### src/rtl/alu_mdu_if.sv
// Execute-stage bundle between the pipeline and alu_mdu: ALU operands and
// select, MDU start/busy/done handshake, and the HI/LO read-back.
interface alu_mdu_if #(
  parameter int DATA_WIDTH  = 32,
  parameter int SEL_WIDTH   = 5,
  parameter int SHAMT_WIDTH = 5
);
  logic [DATA_WIDTH-1:0]  operand1;
  logic [DATA_WIDTH-1:0]  operand2;
  logic [SHAMT_WIDTH-1:0] shamt;
  logic [SEL_WIDTH-1:0]   opSel;
  logic                   start;
  logic [DATA_WIDTH-1:0]  result;
  logic                   overflow;
  logic                   busy;
  logic                   done;
  logic [DATA_WIDTH-1:0]  hi;
  logic [DATA_WIDTH-1:0]  lo;

  modport master (
    output operand1, operand2, shamt, opSel, start,
    input  result, overflow, busy, done, hi, lo
  );

  modport slave (
    input  operand1, operand2, shamt, opSel, start,
    output result, overflow, busy, done, hi, lo
  );
endinterface

### src/rtl/alu_mdu.sv
// Execute-stage ALU with an iterative multiply/divide unit and HI/LO registers.
// ALU_SIGNED_OVF_EN selects signed ADD/SUB overflow; default is unsigned carry/borrow.
module alu_mdu #(
  parameter int DATA_WIDTH  = 32,
  parameter int SEL_WIDTH   = 5,
  parameter int SHAMT_WIDTH = 5
) (
  input logic        clk,
  input logic        rst,
  alu_mdu_if.slave   bus
);
  localparam int W  = DATA_WIDTH;
  localparam int CW = $clog2(DATA_WIDTH);

  localparam logic [SEL_WIDTH-1:0] OP_ADD   = SEL_WIDTH'(0);
  localparam logic [SEL_WIDTH-1:0] OP_SUB   = SEL_WIDTH'(1);
  localparam logic [SEL_WIDTH-1:0] OP_AND   = SEL_WIDTH'(2);
  localparam logic [SEL_WIDTH-1:0] OP_OR    = SEL_WIDTH'(3);
  localparam logic [SEL_WIDTH-1:0] OP_SLT   = SEL_WIDTH'(4);
  localparam logic [SEL_WIDTH-1:0] OP_SGT   = SEL_WIDTH'(5);
  localparam logic [SEL_WIDTH-1:0] OP_NOR   = SEL_WIDTH'(6);
  localparam logic [SEL_WIDTH-1:0] OP_XOR   = SEL_WIDTH'(7);
  localparam logic [SEL_WIDTH-1:0] OP_SLL   = SEL_WIDTH'(8);
  localparam logic [SEL_WIDTH-1:0] OP_SRL   = SEL_WIDTH'(9);
  localparam logic [SEL_WIDTH-1:0] OP_SRA   = SEL_WIDTH'(10);
  localparam logic [SEL_WIDTH-1:0] OP_SLTU  = SEL_WIDTH'(11);
  localparam logic [SEL_WIDTH-1:0] OP_MULT  = SEL_WIDTH'(12);
  localparam logic [SEL_WIDTH-1:0] OP_DIVU  = SEL_WIDTH'(15);
  localparam logic [SEL_WIDTH-1:0] OP_MFHI  = SEL_WIDTH'(16);
  localparam logic [SEL_WIDTH-1:0] OP_MFLO  = SEL_WIDTH'(17);

  typedef enum logic [1:0] {S_IDLE, S_RUN, S_FIX, S_DONE} state_t;

  logic [W-1:0]           a, b;
  logic [SHAMT_WIDTH-1:0] shamt;
  logic [SEL_WIDTH-1:0]   sel;
  logic [W-1:0]           result, hi_r, lo_r;
  logic                   overflow, ovf_add, ovf_sub;
  logic [W:0]             sum, diff;

  assign a     = bus.operand1;
  assign b     = bus.operand2;
  assign shamt = bus.shamt;
  assign sel   = bus.opSel;
  assign sum   = {1'b0, a} + {1'b0, b};
  assign diff  = {1'b0, a} - {1'b0, b};

`ifdef ALU_SIGNED_OVF_EN
  assign ovf_add = (a[W-1] == b[W-1]) && (sum[W-1] != a[W-1]);
  assign ovf_sub = (a[W-1] != b[W-1]) && (diff[W-1] != a[W-1]);
`else
  assign ovf_add = sum[W];
  assign ovf_sub = diff[W];
`endif

  always_comb begin
    result   = '0;
    overflow = 1'b0;
    case (sel)
      OP_ADD:  begin result = sum[W-1:0];  overflow = ovf_add; end
      OP_SUB:  begin result = diff[W-1:0]; overflow = ovf_sub; end
      OP_AND:  result = a & b;
      OP_OR:   result = a | b;
      OP_SLT:  result = {{(W-1){1'b0}}, $signed(a) < $signed(b)};
      OP_SGT:  result = {{(W-1){1'b0}}, $signed(a) > $signed(b)};
      OP_NOR:  result = ~(a | b);
      OP_XOR:  result = a ^ b;
      OP_SLL:  result = b << shamt;
      OP_SRL:  result = b >> shamt;
      OP_SRA:  result = $signed(b) >>> shamt;
      OP_SLTU: result = {{(W-1){1'b0}}, a < b};
      OP_MFHI: result = hi_r;
      OP_MFLO: result = lo_r;
      default: result = '0;
    endcase
  end

  state_t        state, state_nx;
  logic [CW-1:0] cnt;
  logic          busy_r, done_r, is_div, neg_res, neg_rem, div0;
  logic [W-1:0]  m_reg, p_hi, p_lo;
  logic          launch, last, sgn, a_neg, b_neg;
  logic [W-1:0]  a_mag, b_mag;
  logic [W:0]    mul_sum, div_shift, div_trial;
  logic [2*W-1:0] prod_neg;

  assign launch = (state == S_IDLE) && bus.start && (sel >= OP_MULT) && (sel <= OP_DIVU);
  assign last   = (cnt == CW'(W - 1));
  assign sgn    = ~sel[0];
  assign a_neg  = sgn & a[W-1];
  assign b_neg  = sgn & b[W-1];
  assign a_mag  = a_neg ? -a : a;
  assign b_mag  = b_neg ? -b : b;

  // p_hi holds the partial product / running remainder; p_lo the multiplier / quotient bits
  assign mul_sum   = {1'b0, p_hi} + (p_lo[0] ? {1'b0, m_reg} : '0);
  assign div_shift = {p_hi, p_lo[W-1]};
  assign div_trial = div_shift - {1'b0, m_reg};
  assign prod_neg  = -{p_hi, p_lo};

  always_ff @(posedge clk or negedge rst) begin
    if (!rst) state <= S_IDLE;
    else      state <= state_nx;
  end

  always_comb begin
    state_nx = state;
    case (state)
      S_IDLE:  if (launch) state_nx = S_RUN;
      S_RUN:   if (last) state_nx = S_FIX;
      S_FIX:   state_nx = S_DONE;
      S_DONE:  state_nx = S_IDLE;
      default: state_nx = S_IDLE;
    endcase
  end

  always_ff @(posedge clk or negedge rst) begin
    if (!rst) begin
      cnt <= '0; busy_r <= 1'b0; done_r <= 1'b0;
      is_div <= 1'b0; neg_res <= 1'b0; neg_rem <= 1'b0; div0 <= 1'b0;
      m_reg <= '0; p_hi <= '0; p_lo <= '0; hi_r <= '0; lo_r <= '0;
    end else begin
      done_r <= 1'b0;
      case (state)
        S_IDLE: if (launch) begin
          is_div  <= sel[1];
          neg_res <= a_neg ^ b_neg;
          neg_rem <= a_neg;
          div0    <= (b == '0);
          m_reg   <= sel[1] ? b_mag : a_mag;
          p_lo    <= sel[1] ? a_mag : b_mag;
          p_hi    <= '0;
          cnt     <= '0;
          busy_r  <= 1'b1;
        end
        S_RUN: begin
          cnt <= cnt + 1'b1;
          if (is_div) begin
            p_hi <= div_trial[W] ? div_shift[W-1:0] : div_trial[W-1:0];
            p_lo <= {p_lo[W-2:0], ~div_trial[W]};
          end else begin
            {p_hi, p_lo} <= {mul_sum, p_lo[W-1:1]};
          end
        end
        S_FIX: begin
          busy_r <= 1'b0;
          // divide-by-zero quotient stays all ones; remainder already equals |dividend|
          if (!is_div) begin
            if (neg_res) {p_hi, p_lo} <= prod_neg;
          end else begin
            if (neg_res && !div0) p_lo <= -p_lo;
            if (neg_rem)          p_hi <= -p_hi;
          end
        end
        S_DONE: begin
          hi_r   <= p_hi;
          lo_r   <= p_lo;
          done_r <= 1'b1;
        end
        default: ;
      endcase
    end
  end

  assign bus.result   = result;
  assign bus.overflow = overflow;
  assign bus.busy     = busy_r;
  assign bus.done     = done_r;
  assign bus.hi       = hi_r;
  assign bus.lo       = lo_r;
endmodule

### src/flat_wrapper.sv
// flat-port wrapper written by rule: the top's interface ports become plain ports
module alu_mdu_flat 
#(
  parameter int DATA_WIDTH  = 32,
  parameter int SEL_WIDTH   = 5,
  parameter int SHAMT_WIDTH = 5
)
  (clk, rst, bus_operand1, bus_operand2, bus_shamt, bus_opSel, bus_start, bus_result, bus_overflow, bus_busy, bus_done, bus_hi, bus_lo);
  alu_mdu_if #(.DATA_WIDTH(DATA_WIDTH), .SEL_WIDTH(SEL_WIDTH), .SHAMT_WIDTH(SHAMT_WIDTH)) bus_i ();
  input logic clk;
  input logic rst;
  input wire logic [$bits(bus_i.operand1)-1:0] bus_operand1;
  input wire logic [$bits(bus_i.operand2)-1:0] bus_operand2;
  input wire logic [$bits(bus_i.shamt)-1:0] bus_shamt;
  input wire logic [$bits(bus_i.opSel)-1:0] bus_opSel;
  input wire logic [$bits(bus_i.start)-1:0] bus_start;
  output wire logic [$bits(bus_i.result)-1:0] bus_result;
  output wire logic [$bits(bus_i.overflow)-1:0] bus_overflow;
  output wire logic [$bits(bus_i.busy)-1:0] bus_busy;
  output wire logic [$bits(bus_i.done)-1:0] bus_done;
  output wire logic [$bits(bus_i.hi)-1:0] bus_hi;
  output wire logic [$bits(bus_i.lo)-1:0] bus_lo;
  assign bus_i.operand1 = bus_operand1;
  assign bus_i.operand2 = bus_operand2;
  assign bus_i.shamt = bus_shamt;
  assign bus_i.opSel = bus_opSel;
  assign bus_i.start = bus_start;
  assign bus_result = bus_i.result;
  assign bus_overflow = bus_i.overflow;
  assign bus_busy = bus_i.busy;
  assign bus_done = bus_i.done;
  assign bus_hi = bus_i.hi;
  assign bus_lo = bus_i.lo;
  alu_mdu #(.DATA_WIDTH(DATA_WIDTH), .SEL_WIDTH(SEL_WIDTH), .SHAMT_WIDTH(SHAMT_WIDTH)) u_core (.clk(clk), .rst(rst), .bus(bus_i));
endmodule
### config.mk
export PLATFORM = sky130hd
export DESIGN_NAME = alu_mdu_flat
export DESIGN_NICKNAME = d
export VERILOG_FILES = /design/src/rtl/alu_mdu_if.sv /design/src/rtl/alu_mdu.sv /design/src/flat_wrapper.sv
export SDC_FILE = /design/constraint.sdc
export NUM_CORES = 1
export LEC_CHECK = 0
export CAP_MARGIN = 30
export CORE_UTILIZATION = 34
export CTS_CLUSTER_SIZE = 25
export DETAILED_ROUTE_END_ITERATION = 8
export GPL_TIMING_DRIVEN = 0
export HOLD_SLACK_MARGIN = 0.1
export PLACE_DENSITY = 0.6
export SETUP_SLACK_MARGIN = 0.5
export SYNTH_ARGS = -nofsm -noshare
export SYNTH_HDL_FRONTEND = slang
export SYNTH_SLANG_ARGS = --single-unit
### constraint.sdc
create_clock -name clk -period 5.2 [get_ports clk]
set_input_delay 1.04 -clock clk [delete_from_list [all_inputs] [get_ports clk]]
set_output_delay 1.04 -clock clk [all_outputs]
set_load 0.01 [all_outputs]
==> flow_summary.rst, run 1 <==
.. list-table::
   :header-rows: 1

   * - Metric
     - Value
   * - Largest fanout on the critical path
     - 10
   * - Kind of end point of the critical path
     - output pin
   * - Highest routed layer
     - met5
   * - Amount of wire on met3 after detailed routing
     - approximately 12,000 um
   * - Kind of critical path
     - in2out
   * - Class of the most critical hold timing path
     - in2async
   * - Worst Max-Slew Pin Slew
     - 1.06 ns
   * - Standard cell core area
     - 68,700 um2
   * - Net count, final
     - 3,750
   * - Placer's final routability congestion estimate
     - 1.04
   * - Yosys top cell area share
     - between 15 and 20%
   * - Highest clock rate
     - 0.188 GHz
   * - Total clock buffers created by CTS
     - 17
   * - Layout cell share with drive strength beyond 1
     - 22.9%
   * - Mean Syn Cell Area
     - approximately 7.5 um2
   * - Endpoints failing hold
     - 0
   * - Mapped Cells
     - 3,177
   * - Post-synth top area cell
     - sky130_fd_sc_hd__dfrtp_1
   * - Die Ht
     - 266 um
   * - Placed cell area
     - around 27,000 um2
   * - Max-slew violation count
     - 0
   * - Worst path bufs/invs
     - 4
   * - Cell Int Power
     - 6330 uW
   * - Share of the cycle needed by the critical path after routing
     - 102%
   * - Switching component of the power
     - around 7500 uW
   * - Global-route wire length before repair
     - around 190,000 um
   * - Final Routed Wirelength
     - 132,000 um
   * - First-pass iteration count of the detailed router
     - 7
   * - Crit-path slowest cell
     - sky130_fd_sc_hd__clkdlybuf4s50_1
   * - Unrepaired setup endpoints after global routing
     - true
   * - Port buffer count
     - 170
   * - Buffers from clock root to sink, at most
     - 2
   * - Post-route cell area
     - 30,500 um2
   * - Count of clock tree sinks
     - 173
   * - Worst skew pair latency
     - 0.47 ns
   * - Yosys warns
     - 0
   * - Clock Skews
     - 0.0207 ns
   * - Fraction of power consumed by combinational cells
     - 69.1%
   * - Top delay family on crit path
     - simple AND/OR/NAND/NOR gates
   * - Number of enable-type register cells in the synthesized netlist
     - 0
   * - Largest net degree at the start of global routing
     - 110
   * - Status
     - finished with violations
   * - Sequential fraction of the synthesis area
     - 18.3%
   * - # Max-Cap Violations
     - 0
   * - Ordered list of cells on the worst path
     - clkdlybuf4s50_1 -> clkbuf_8 -> inv_1 -> ha_2 -> nor4_4 -> nand2_2 -> nor2_4 -> nand4_1 -> o41ai_4 -> mux2_4 -> o211ai_1 -> buf_2
   * - Post-synthesis register bit count
     - 173
   * - Synth async-reset ratio
     - 100%
   * - Area of the die
     - 70,700 um2
   * - Num ports
     - 176
   * - Critical path's largest stage delay
     - around 0.53 ns
   * - Final critical-path setup slack
     - -0.116 ns
   * - Worst-path clk slew
     - 0.08 ns
   * - Netlist Area Pre-Place
     - 23,700 um2
   * - Detailed placer's ending HPWL
     - 103,000 um
   * - Worst supply voltage drop on vdd
     - about 0.28 mV
   * - Worst path arrival time
     - 4.28 ns
   * - All-Layer GR Usage
     - 36.3%
   * - Routed metal-1 wire length
     - 49,800 um
   * - Number of DRC markers after the initial detailed-route iteration
     - 3,725
   * - Switching fraction of total power
     - 54.2%
   * - Remaining Overflow, GRT
     - 0
   * - Final routed wire length divided by cell count
     - 29.8 um
   * - Horizontal die dimension
     - between 200 and 300 um
   * - Placement Rows
     - 96
   * - Sequential cell fraction of total power
     - 21.6%
   * - Number of antenna violations at the first check in global routing
     - 5
   * - Power per Cell Area
     - 453 nW/um2
   * - List of most frequent post-synthesis cells
     - sky130_fd_sc_hd__nor2_1 (333), sky130_fd_sc_hd__o21ai_0 (307), sky130_fd_sc_hd__nand2_1 (300)
   * - Clock network power share
     - 9.3%
   * - Synth cell types
     - slightly below 100
   * - Relative max-transition margin
     - between 20 and 30%
   * - Violations in the final reports
     - setup timing
   * - Mean number of vias per cell
     - 6.41
   * - Required time of the worst setup path
     - 4.16 ns
   * - Met2 wire len
     - 58,400 um
   * - Library cell used as clock root buffer
     - sky130_fd_sc_hd__clkbuf_16
   * - Number of levels the H-tree was split into
     - 4
   * - Post-route DRC violation count
     - 0
   * - Dominant synthesized flop cell
     - sky130_fd_sc_hd__dfrtp_1
   * - Most repeated cell in the gate-level netlist after synthesis
     - sky130_fd_sc_hd__nor2_1
   * - Final Setup Violations
     - 4
   * - DR vias
     - 28,500
   * - Post-DRT Antenna Nets
     - 0
   * - Hold buffer count at CTS
     - 0
   * - Net Count, Synth
     - 3,431
   * - Initial cell density of the core
     - 34.5%
   * - TritonCTS clock tree
     - yes
   * - Leakage
     - 0.0128 uW
   * - Cell types with the largest area share after synthesis
     - sky130_fd_sc_hd__dfrtp_1 (18%), sky130_fd_sc_hd__ha_1 (9.1%), sky130_fd_sc_hd__o21ai_0 (6.5%)
   * - Clock period minus worst slack
     - 5.32 ns
   * - Kind of launch point of the worst setup path
     - input pin
   * - Vias in the first global route
     - 26,900
   * - Final Power
     - 13,800 uW
   * - Growth of design area from synthesis to finish
     - 28.9%
## power by group through the flow
stage	clock network, uW	logic (uW)	registers, uW
3_5_place_dp	0	8820	2940
2_1_floorplan	0	5790	2530
5_1_grt	1360	10200	3010
6_report	1290	9550	2990
4_1_cts	1310	9120	2920
3_3_place_gp	0	8820	2940
## stage by stage
step                setup slack, ns  setup TNS [ns]  std cells  hold WS [ns]  util, %
floorplan                     0.420               0       3177         0.439        -
global placement              -4.72         -866.12       4278         0.454     38.7
detailed placement            -2.02          -52.06       4282         0.460     38.8
CTS                          0.0471               0       4397         0.332     42.8
global route                 -0.145          -0.364       4440         0.332     44.4
finish                       -0.116          -0.202       4441         0.347     44.4
## logic make-up (layout without fill, tap and decap cells)
logic type / count (synthesis) / after routing / synth area share [%]
fa+ha+maj: 177 / 177 / 9.48
buf+inv: 408 / 740 / 6.66
flops: 173 / 173 / 18.3
simple gates: 956 / 956 / 18.6
xor+xnor: 126 / 126 / 4.69
compound gates: 1116 / 1116 / 30.9
mux: 221 / 221 / 11.3
other cells: 0 / 1 / 0
## metal layers
metal  vias up  global-route usage [%]
met3       520                    6.66
li1      12400                       -
met4         2                    26.3
met5         -                       0
met1     13800                    43.9
met2      1801                    57.7
## cell type report
| cell class | instances | area [um2] |
|---|---|---|
| Timing Repair Buffer | 300 | 2730 |
| Clock buffer | 19 | 433 |
| Buffer | 229 | 1550 |
| Tap cell | 931 | 1160 |
| Fill cell | 7067 | 38200 |
| Inverter | 179 | 758 |
| Multi-Input combinational cell | 2596 | 19400 |
| Clock inverter | 13 | 125 |
| Sequential cell | 173 | 4330 |
| Antenna cell | 1 | 2.50 |
## cell usage in the layout, fill, tap and decap left out, drive strengths merged, types with 38 or more instances in the layout
cell type	instances
nor2	334
o21ai	315
xnor2	100
mux2	96
a21oi	280
dfrtp	173
a31oi	38
nand2	300
nor3	65
buf	254
a221oi	46
ha	173
clkbuf	190
nand2b	38
a21o	53
nand3	47
clkdlybuf4s50	76
mux2i	97
inv	171
## worst reg2reg max path: stages, from the launching register on
cell and delay, ns:
sky130_fd_sc_hd__dfrtp_1 0.59, sky130_fd_sc_hd__inv_1 0.18, sky130_fd_sc_hd__ha_1 0.27, sky130_fd_sc_hd__fa_1 0.40, sky130_fd_sc_hd__nand2b_1 0.21, sky130_fd_sc_hd__a21o_1 0.25, sky130_fd_sc_hd__a32oi_4 0.34, sky130_fd_sc_hd__a211oi_1 0.24
sky130_fd_sc_hd__o311a_4 0.46, sky130_fd_sc_hd__o31ai_4 0.27, sky130_fd_sc_hd__xor2_4 0.22, sky130_fd_sc_hd__buf_6 0.22, sky130_fd_sc_hd__buf_2 0.35, sky130_fd_sc_hd__nand2_1 0.08, sky130_fd_sc_hd__o21ai_0 0.17, sky130_fd_sc_hd__o21ai_0 0.14
## repair_timing
action / in CTS / in global routing
gates resized for setup: 831 / 268
setup buffers: 83 / 41
pin swaps: 78 / 83
hold endpoints to repair: 0 / 0
endpoints found under the setup margin: 49 / 64
## worst paths after layout
kind	from	end	slack, ns	cells past startpoint
worst max-delay path	bus_operand2[26]	bus_result[0]	-0.12	12
worst min-delay path	rst	u_core.bus.lo[10]	0.35	1
worst max register to register	u_core.p_lo[31]	u_core.p_hi[23]	0.65	15
worst min register to register	u_core.m_reg[27]	u_core.m_reg[27]	0.47	2
max in group asynchronous	rst	u_core.p_hi[30]	3.73	3
min in group clk	u_core.m_reg[27]	u_core.m_reg[27]	0.47	2
Note: power is estimated with default switching activity, not from simulation.
==> run 2, diff against run 1 <==
--- a/config.mk
+++ b/config.mk
@@ -7,6 +7,7 @@
 export LEC_CHECK = 0
 export CAP_MARGIN = 30
 export CORE_UTILIZATION = 34
+export CTS_BUF_LIST = sky130_fd_sc_hd__clkbuf_2
 export CTS_CLUSTER_SIZE = 25
 export DETAILED_ROUTE_END_ITERATION = 8
 export GPL_TIMING_DRIVEN = 0
==> run 2 against run 1 <==
  * The run still ends with setup timing left
  * Total power down 4.3%
  * First-iteration DRC count down 3.0%
  * Combinational power down 0.4%
  * Die area unchanged
  * Global-route usage up 0.056 points
  * Maximum frequency up 0.96%
  * Highest routed layer unchanged
==> flow_summary.rst, run 2 (same netlist as run 1, synthesis figures left out) <==
.. list-table::
   :header-rows: 1

   * - Metric
     - Value
   * - Status
     - finished with violations
   * - Violations in the final reports
     - setup timing
   * - Class of the most critical hold timing path
     - in2async
   * - Buffers from clock root to sink, at most
     - 2 (unchanged)
   * - Required time of the worst setup path
     - 4.16 ns (about the same)
   * - Number of antenna violations at the first check in global routing
     - 8 (+3)
   * - DR vias
     - 28,400 (-0.41%)
   * - Final Setup Violations
     - 2 (-2)
   * - Vias in the first global route
     - 26,800 (-0.31%)
   * - Sequential cell fraction of total power
     - 22.4% (+0.8 points)
   * - Number of levels the H-tree was split into
     - 4 (unchanged)
   * - Total clock buffers created by CTS
     - 17 (unchanged)
   * - Worst Max-Slew Pin Slew
     - 1.05 ns (-0.00859 ns)
   * - Detailed placer's ending HPWL
     - 103,000 um (unchanged)
   * - Layout cell share with drive strength beyond 1
     - 22.3% (-0.59 points)
   * - Num ports
     - 176 (unchanged)
   * - # Max-Cap Violations
     - 0 (unchanged)
   * - Growth of design area from synthesis to finish
     - 26.2%
   * - Worst supply voltage drop on vdd
     - 0.255 mV (-10%)
   * - Clock Skews
     - 0.0796 ns (+0.0590 ns)
   * - Initial cell density of the core
     - 34.5% (unchanged)
   * - Largest net degree at the start of global routing
     - 110 (unchanged)
   * - Kind of launch point of the worst setup path
     - input pin
   * - Global-route wire length before repair
     - 188,000 um (about the same)
   * - Relative max-transition margin
     - 30.1% (+0.57 points)
   * - Horizontal die dimension
     - 266 um (unchanged)
   * - Top delay family on crit path
     - simple AND/OR/NAND/NOR gates
   * - Port buffer count
     - 170 (unchanged)
   * - Post-DRT Antenna Nets
     - 0 (unchanged)
   * - Highest clock rate
     - 0.190 GHz (+0.96%)
   * - Area of the die
     - 70,700 um2 (unchanged)
   * - TritonCTS clock tree
     - yes
   * - Kind of critical path
     - in2out
   * - Count of clock tree sinks
     - 173 (unchanged)
   * - Clock network power share
     - 5.8% (-3.5 points)
   * - Worst path bufs/invs
     - 4 (unchanged)
   * - Commonest non-fill, non-tap cell in the layout
     - sky130_fd_sc_hd__nor2_1
   * - Remaining Overflow, GRT
     - 0 (unchanged)
   * - Top library cells by usage in the layout, fill and taps aside
     - sky130_fd_sc_hd__nor2_1 (316), sky130_fd_sc_hd__nand2_1 (290), sky130_fd_sc_hd__o21ai_0 (261), sky130_fd_sc_hd__a21oi_1 (240), sky130_fd_sc_hd__dfrtp_1 (172)
   * - Share of the cycle needed by the critical path after routing
     - 101% (-0.98 points)
   * - Placer's final routability congestion estimate
     - 1.04 (unchanged)
   * - Leakage
     - 0.0126 uW (-2.0%)
   * - Fill cell count
     - 7,147 (+1.1%)
   * - Worst skew pair latency
     - 0.96 ns (+0.49 ns)
   * - Mean number of vias per cell
     - 6.40 (-0.23%)
   * - First-pass iteration count of the detailed router
     - 8 (+1)
   * - Unrepaired setup endpoints after global routing
     - true
   * - Post-route DRC violation count
     - 0 (unchanged)
   * - Crit-path slowest cell
     - sky130_fd_sc_hd__clkdlybuf4s50_1
   * - Final routed wire length divided by cell count
     - 29.7 um (-0.12%)
   * - Net count, final
     - 3,739 (-0.29%)
   * - Kind of end point of the critical path
     - output pin
   * - Final standard cell utilization of the core
     - 43.5% (-0.91 points)
   * - Switching component of the power
     - 7430 uW (-1.0%)
   * - Worst path arrival time
     - 4.23 ns (-0.05 ns)
   * - Power per Cell Area
     - 443 nW/um2 (-2.3%)
   * - Standard cell core area
     - 68,700 um2 (unchanged)
   * - Fraction of power consumed by combinational cells
     - 71.8% (+2.7 points)
   * - Critical path's largest stage delay
     - 0.51 ns (-0.02 ns)
   * - Max-slew violation count
     - 0 (unchanged)
   * - Endpoints failing hold
     - 0 (unchanged)
   * - Die Ht
     - 266 um (unchanged)
   * - Ordered list of cells on the worst path
     - clkdlybuf4s50_1 -> clkbuf_8 -> inv_1 -> ha_4 -> nor4_4 -> nand2_2 -> nor2_4 -> nand4_1 -> o41ai_4 -> mux2_4 -> o211ai_1 -> buf_2
   * - Switching fraction of total power
     - 56.1% (+1.8 points)
   * - Number of DRC markers after the initial detailed-route iteration
     - 3,613 (-3.0%)
   * - Final critical-path setup slack
     - -0.0654 ns (+0.0507 ns)
   * - All-Layer GR Usage
     - 36.3% (+0.056 points)
   * - Cell Int Power
     - 5820 uW (-8.1%)
   * - Placement Rows
     - 96 (unchanged)
   * - Post-placement worst setup slack
     - -2.02 ns (unchanged)
   * - Worst-path clk slew
     - 0.31 ns (+0.23 ns)
   * - Final Routed Wirelength
     - 132,000 um (-0.30%)
   * - Largest fanout on the critical path
     - 9 (-1)
   * - Clock period minus worst slack
     - 5.27 ns (-0.0507 ns)
   * - Library cell used as clock root buffer
     - sky130_fd_sc_hd__clkbuf_2
-- run 2: changes by cell type in the layout (fill, tap and decap cells not counted), moves of 3 or more --
cell,delta
sky130_fd_sc_hd__clkbuf_2,+24
sky130_fd_sc_hd__clkbuf_16,-17
sky130_fd_sc_hd__buf_4,-9
sky130_fd_sc_hd__a221oi_1,+5
sky130_fd_sc_hd__o21ai_0,+5
sky130_fd_sc_hd__a221oi_2,-4
sky130_fd_sc_hd__clkdlybuf4s50_1,+4
sky130_fd_sc_hd__dlymetal6s2s_1,-4
sky130_fd_sc_hd__clkbuf_1,-3
sky130_fd_sc_hd__clkbuf_4,-3
sky130_fd_sc_hd__diode_2,+3
sky130_fd_sc_hd__o21ai_4,-3
-- run 2: path summary, 6_finish.rpt --
path	from	endpoint	slack [ns]	cells past startpoint
max	bus_operand2[28]	bus_result[0]	-0.07	12
min	rst	u_core.bus.lo[10]	0.40	2
max reg2reg	u_core.p_lo[31]	u_core.p_hi[23]	0.75	15
min reg2reg	u_core.m_reg[27]	u_core.m_reg[27]	0.51	2
max in group asynchronous	rst	u_core.bus.hi[30]	3.61	4
min in group clk	bus_operand1[0]	u_core.m_reg[0]	0.50	3
-- run 2: metal layers --
metal / global-route usage [%] / share of wire [%] / up-vias
met5: 0 / 0.0091 / -
met4: 27.0 / 9.0 / 2
met3: 6.56 / 9.1 / 518
met2: 57.5 / 44 / 1841
met1: 44.1 / 38 / 13600
li1: - / - / 12400
-- run 2: layout make-up --
cell class	instances	area, um2	share of cell area, %
repair buffers	289	2630	8.80
well taps	931	1160	3.90
clock buffers	19	95.1	0.318
diodes	4	10.0	0.0335
plain buffers	229	1530	5.10
inverters	179	757	2.53
flip-flops and latches	173	4330	14.5
clock inverters	13	125	0.419
multi-input cells	2596	19300	64.4
-- run 2: power by group through the flow --
stage / Clock (uW) / Combinational, uW / Sequential, uW
3_5_place_dp: 0 / 8820 / 2940
2_1_floorplan: 0 / 5790 / 2530
5_1_grt: 812 / 10200 / 3010
6_report: 762 / 9510 / 2970
4_1_cts: 768 / 9110 / 2910
3_3_place_gp: 0 / 8820 / 2940
-- run 2: timing repair --
item                                    in CTS  in global routing
endpoints found under the setup margin      57                 63
hold endpoints to repair                     5                  0
buffers inserted                            83                 29
hold buffers                                 1                  0
gates resized for setup                    832                222
gates cloned                                 0                  0
pin swaps                                   78                 79
-- run 2: metrics by stage --
step	setup TNS (ns)	hold slack, ns	cells	total power [uW]	instance area, um2
2_1_floorplan	0	0.439	3177	8320	23700
3_3_place_gp	-866.12	0.454	4278	11800	26600
3_5_place_dp	-52.06	0.460	4282	11800	26700
4_1_cts	0	0.356	4398	12800	29100
5_1_grt	-0.389	0.361	4430	14000	29900
6_report	-0.116	0.397	4433	13200	29900
